===== src/rtl/feature_compare_scheduler.sv =====
// Round-robin scheduler sharing one signed multiplier and comparator among six
// EEG feature channels; each served channel produces a registered out >= base*scale flag.
module feature_compare_scheduler #(
    parameter int                    W_OUT  = 72,
    parameter int                    W_BASE = 50,
    parameter int                    W_S    = 8,
    parameter logic signed [W_S-1:0] S0     = W_S'(1),
    parameter logic signed [W_S-1:0] S1     = W_S'(1),
    parameter logic signed [W_S-1:0] S2     = W_S'(1),
    parameter logic signed [W_S-1:0] S3     = W_S'(1),
    parameter logic signed [W_S-1:0] S4     = W_S'(1),
    parameter logic signed [W_S-1:0] S5     = W_S'(1)
) (
    input  logic                  clk,
    input  logic                  rst_n,
    input  logic [6*W_OUT-1:0]    feat_out,
    input  logic [6*W_BASE-1:0]   feat_base,
    input  logic [5:0]            feat_valid,
    input  logic                  clear_err,
    output logic [5:0]            feat_binary,
    output logic [5:0]            bin_valid,
    output logic                  busy,
    output logic [5:0]            drop_err
);

    localparam int W_P = W_BASE + W_S;
    localparam int W_C = ((W_OUT > W_P) ? W_OUT : W_P) + 1;

    logic [W_OUT-1:0]  holdOut_q  [6];
    logic [W_BASE-1:0] holdBase_q [6];

    logic [5:0]     pending_q, pending_d;
    logic [2:0]     rrPtr_q, rrPtr_d;
    logic [5:0]     dropErr_q, dropErr_d;
    logic           s1Valid_q;
    logic [W_P-1:0] s1Prod_q, s1Prod_d;
    logic [W_OUT-1:0] s1Op_q;
    logic [2:0]     s1Tag_q;
    logic [5:0]     featBinary_q, featBinary_d;
    logic [5:0]     binValid_q, binValid_d;

    logic           gntValid;
    logic [2:0]     gntCh;
    logic [5:0]     gntMask;
    logic [3:0]     cand;
    logic [W_BASE-1:0] opBase;
    logic [W_S-1:0]    opScale;
    logic [W_C-1:0]    cmpOp, cmpProd;

    function automatic logic [W_S-1:0] scaleOf(input logic [2:0] ch);
        case (ch)
            3'd0:    scaleOf = S0;
            3'd1:    scaleOf = S1;
            3'd2:    scaleOf = S2;
            3'd3:    scaleOf = S3;
            3'd4:    scaleOf = S4;
            default: scaleOf = S5;
        endcase
    endfunction

    for (genvar i = 0; i < 6; i++) begin : gHold
        always_ff @(posedge clk or negedge rst_n) begin
            if (!rst_n) begin
                holdOut_q[i]  <= '0;
                holdBase_q[i] <= '0;
            end else if (feat_valid[i]) begin
                holdOut_q[i]  <= feat_out[i*W_OUT +: W_OUT];
                holdBase_q[i] <= feat_base[i*W_BASE +: W_BASE];
            end
        end
    end

    // Search starts one past the last granted channel so every pending channel is served within six cycles.
    always_comb begin
        gntValid = 1'b0;
        gntCh    = 3'd0;
        cand     = 4'd0;
        for (int k = 1; k <= 6; k++) begin
            cand = {1'b0, rrPtr_q} + 4'(k);
            if (cand >= 4'd6) cand = cand - 4'd6;
            if (!gntValid && pending_q[cand[2:0]]) begin
                gntValid = 1'b1;
                gntCh    = cand[2:0];
            end
        end
    end

    // A channel granted in the same cycle it is recaptured keeps pending and reports no drop.
    always_comb begin
        gntMask    = gntValid ? (6'b000001 << gntCh) : 6'b000000;
        pending_d  = (pending_q & ~gntMask) | feat_valid;
        dropErr_d  = (clear_err ? 6'b000000 : dropErr_q) | (feat_valid & pending_q & ~gntMask);
        rrPtr_d    = gntValid ? gntCh : rrPtr_q;

        opBase     = holdBase_q[gntCh];
        opScale    = scaleOf(gntCh);
        s1Prod_d   = $signed({{W_S{opBase[W_BASE-1]}}, opBase}) *
                     $signed({{W_BASE{opScale[W_S-1]}}, opScale});

        cmpOp      = {{(W_C-W_OUT){s1Op_q[W_OUT-1]}}, s1Op_q};
        cmpProd    = {{(W_C-W_P){s1Prod_q[W_P-1]}}, s1Prod_q};
        featBinary_d = featBinary_q;
        binValid_d   = 6'b000000;
        if (s1Valid_q) begin
            featBinary_d[s1Tag_q] = ($signed(cmpOp) >= $signed(cmpProd));
            binValid_d            = 6'b000001 << s1Tag_q;
        end
    end

    always_ff @(posedge clk or negedge rst_n) begin
        if (!rst_n) begin
            pending_q    <= '0;
            rrPtr_q      <= 3'd5;
            dropErr_q    <= '0;
            s1Valid_q    <= 1'b0;
            s1Prod_q     <= '0;
            s1Op_q       <= '0;
            s1Tag_q      <= 3'd0;
            featBinary_q <= '0;
            binValid_q   <= '0;
        end else begin
            pending_q    <= pending_d;
            rrPtr_q      <= rrPtr_d;
            dropErr_q    <= dropErr_d;
            s1Valid_q    <= gntValid;
            if (gntValid) begin
                s1Prod_q <= s1Prod_d;
                s1Op_q   <= holdOut_q[gntCh];
                s1Tag_q  <= gntCh;
            end
            featBinary_q <= featBinary_d;
            binValid_q   <= binValid_d;
        end
    end

    assign feat_binary = featBinary_q;
    assign bin_valid   = binValid_q;
    assign drop_err    = dropErr_q;
    assign busy        = (|pending_q) | s1Valid_q | (|binValid_q);

endmodule


===== config.mk =====
export PLATFORM = sky130hd
export DESIGN_NAME = feature_compare_scheduler
export DESIGN_NICKNAME = d
export VERILOG_FILES = /design/src/rtl/feature_compare_scheduler.sv
export SDC_FILE = /design/constraint.sdc
export NUM_CORES = 1
export LEC_CHECK = 0
export ABC_AREA = 0
export BUFFER_PORTS_ARGS = -buffer_cell sky130_fd_sc_hd__buf_4
export CAP_MARGIN = 40
export CORE_AREA = 10 10 353 355
export DETAILED_ROUTE_END_ITERATION = 8
export DIE_AREA = 0 0 363 365
export PLACE_DENSITY_LB_ADDON = 0.2
export REMOVE_ABC_BUFFERS = 1
export SYNTH_ARGS = -nofsm -noshare
export SYNTH_HDL_FRONTEND = slang
export SYNTH_SLANG_ARGS = --single-unit

===== constraint.sdc =====
create_clock -name clk -period 5.4 [get_ports clk]
set_input_delay 1.62 -clock clk [delete_from_list [all_inputs] [get_ports clk]]
set_output_delay 1.62 -clock clk [all_outputs]
set_load 0.05 [all_outputs]

==> metrics.yaml <==
run:
  maxCapViolations: 0
clock_tree:
  clockBufferDepth: 3
  cts_hold_buf: 0
  cts_root_buf: "clkbuf_16"
  cts_post_setup_buffers_inserted: 0
  path_clk_slew_ns: 0.06
  cts_resized: 0
  worstSkewPairLatency_ns: 0.71
  cts_tree: "built"
  numClockSinks: 884
  htree_levels: 3
  numCtsBuffers: 103
timing:
  slew_violations: 0
  timing.final.crit_share_pct: 91.7
  hold_viol_final: 0
  slew_headroom_pct: 34.7
  rsz0062_at_grt: "false"
  finalWorstSetupSlack_ns: 0.447
  skew_ns: 0.0406
  tightest_slew_ns: 0.979
  max_clock_freq_mhz: 202
  setup_viol: 0
  min_period_ns: 4.95
grt:
  grt_pass1_vias: 32300
  gr-total-overflow: 0
  grt_max_degree: 129
  grt.total_usage_pct: 23.2
  grt_antenna_before_repair: 45
  grt_pass1_wl_um: 228000
critical_path:
  worstPathMaxFanout: 47
  worst-path-buf-inv: 2
  arrival_ns: 5.57
  max_stage_delay_ns: 0.66
  path_class: "register to register"
  start_kind: "register"
  crit_required_ns: 6.02
  crit_chain: "inv_1 > ha_1 > and2_1 > mux2i_1 > mux2i_1 > o21ai_1 > or3_1 > or3_4 > a21oi_4 > buf_12 > a221oi_1 > a21oi_1"
  crit_family: "simple AND/OR/NAND/NOR gates"
  cpMostUsedCell: "mux2i_1"
  setup.worst_path.end_class: "register"
  crit_path_top_delay_cell: "dfrtp_1"
floorplanning:
  dieArea_sq_um: 132000
  num_io_pins: 760
  die_w_um: 363
  num_rows: 126
  initial_utilization_pct: 34.9
  die_h_um: 365
  coreArea_sq_um: 117000
logic_synthesis:
  ys_types: 65
  syn_inst: 3259
  ys_seq_area_share_pct: 54.0
  synth_flop_cell: "dfrtp_1"
  async_reset_ff_share_pct: 100
  synth_area_sq_um: 40900
  synth-seq-cells: 884
  synth_warnings: 0
  syn_avg_cell_area_sq_um: 12.6
  synth_edf_count: 0
layout:
  stdcell_count: 5579
  layout.nets: 4774
  drive_gt1_share_pct: 45.4
  syn_to_final_growth_pct: 27.0
detailed_routing:
  wl_per_cell_um: 28.3
  drt_pass1_iterations: 8
  drc_errors: 0
  antenna_left: 0
  via_per_inst: 5.47
  drt-total-wl_um: 158000
  via_count: 30500
  drt-initial-drc-count: 2049
power_and_ir_drop:
  pwr-share-comb_pct: 62.2
  pwr-share-clk_pct: 16.5
  ir_drop_v: 0.00175
  p_int_w: 0.0222
  pwr-share-seq_pct: 21.3
  p_leak_nw: 22.9
  swShare_pct: 47.7
  p_per_area_nw_per_um2: 818
  p_sw_w: 0.0203
place:
  gp_congestion: 0.862
  placed_cells: 5383
  io_buffers: 759
  post-place-ws_ns: 0.545
  hpwlAfterDp_um: 107000
status:
  outcome: "finished, final reports clean"
min_path:
  hp-class: "register to register"
-- Yosys cell counts (17+ instances only) --
cell type	instances	area share, %
a21o_1	147	2.7
a21oi_1	267	3.3
a221oi_1	44	0.94
a221oi_2	80	2.9
buf_1	17	0.16
buf_2	30	0.37
clkbuf_1	189	1.7
dfrtp_1	882	54
ha_1	81	2.5
inv_1	63	0.58
mux2_2	736	20
nand2_1	148	1.4
nand3_1	140	1.7
nor2_1	21	0.19
o21ai_0	142	1.7
o2bb2ai_1	130	2.8
-- flip-flops by register name (all words and copies together) (netlist names) --
signal and cells:
pending_q 6, feat_binary 6, s1Op_q 72, s1Valid_q 1, bin_valid 6, rrPtr_q 3
s1Tag_q 2, holdOut_q 432, holdBase_q 300, drop_err 6, s1Prod_q 50
-- power by group through the flow --
stage	sequential, W	clock [W]	combinational, W
detailed placement	0.00916	0	0.0267
finish	0.00905	0.00700	0.0265
CTS	0.00905	0.00715	0.0268
global route	0.00917	0.00742	0.0288
global placement	0.00916	0	0.0263
floorplan	0.00872	0	0.0108
-- through the flow --
step | setup TNS (ns) | hold WS [ns] | util [%] | power (W) | instance area, sq um
2_1_floorplan | -841.48 | 0.474 | - | 0.0195 | 39900
3_3_place_gp | 0 | 0.483 | 41.4 | 0.0355 | 48600
5_1_grt | 0 | 0.509 | 44.3 | 0.0454 | 52000
6_report | 0 | 0.498 | 44.3 | 0.0425 | 52000
3_5_place_dp | 0 | 0.489 | 41.4 | 0.0358 | 48600
4_1_cts | 0 | 0.502 | 44.2 | 0.0430 | 52000
-- layout by cell type (no fill, tap or decap), types with 15 or more instances in the layout --
cell type,Yosys,final
o21ai_0,142,142
o2bb2ai_1,130,130
diode_2,0,15
a21oi_1,267,267
clkbuf_8,0,19
a21o_1,147,147
buf_12,0,35
ha_1,81,81
nor2_1,21,21
mux2_2,736,736
a221oi_2,80,80
clkbuf_16,0,104
dfrtp_1,882,882
nand3_1,140,140
a221oi_1,44,44
nand2_1,148,147
clkbuf_1,189,25
inv_1,63,63
buf_4,3,791
-- final cells by class --
type,count,area [sq um]
diodes,15,37.5
clock buffers,148,2960
clock inverters,33,405
fillers,11100,65400
inverters,63,236
multi-input cells,2062,17600
flip-flops and latches,884,22100
well taps,1536,1920
repair buffers,838,6750
-- metal layers --
layer  routed length, um  part of all wire, %  vias to the layer above  GRT usage, %
li1                    -                    -                    13500             -
met1               68000                   43                    15800          30.4
met2               75300                   48                     1001          37.8
met3               10400                  6.6                      238          5.74
met4                3770                  2.4                       54          6.53
met5                 347                 0.22                        -             0
-- worst paths after layout --
| check | start | to | slack (ns) | depth (start not counted) |
|---|---|---|---|---|
| hold reg to reg | holdOut_q[176] | holdOut_q[176] | 0.50 | 1 |
| max in group asynchronous | rst_n | holdOut_q[300] | 3.14 | 2 |
| hold / removal | holdOut_q[176] | holdOut_q[176] | 0.50 | 1 |
| setup reg to reg | rrPtr_q[1] | s1Op_q[3] | 0.45 | 12 |
| setup / recovery | rrPtr_q[1] | s1Op_q[3] | 0.45 | 12 |
| min in group asynchronous | rst_n | s1Op_q[29] | 1.01 | 1 |
-- kinds of logic (layout without fill, tap and decap cells) --
kind of cell    Yosys count  count (layout)  share of synthesized area (%)
flops                   884             884                           54.0
other cells               0              15                              0
mux                     748             748                           20.6
simple gates            364             364                           4.11
fa+ha+maj                81              81                           2.48
compound gates          863             863                           15.5
xor+xnor                  6               6                          0.165
buf+inv                 313            1082                           3.19
Power figures use the tool's default switching activity.
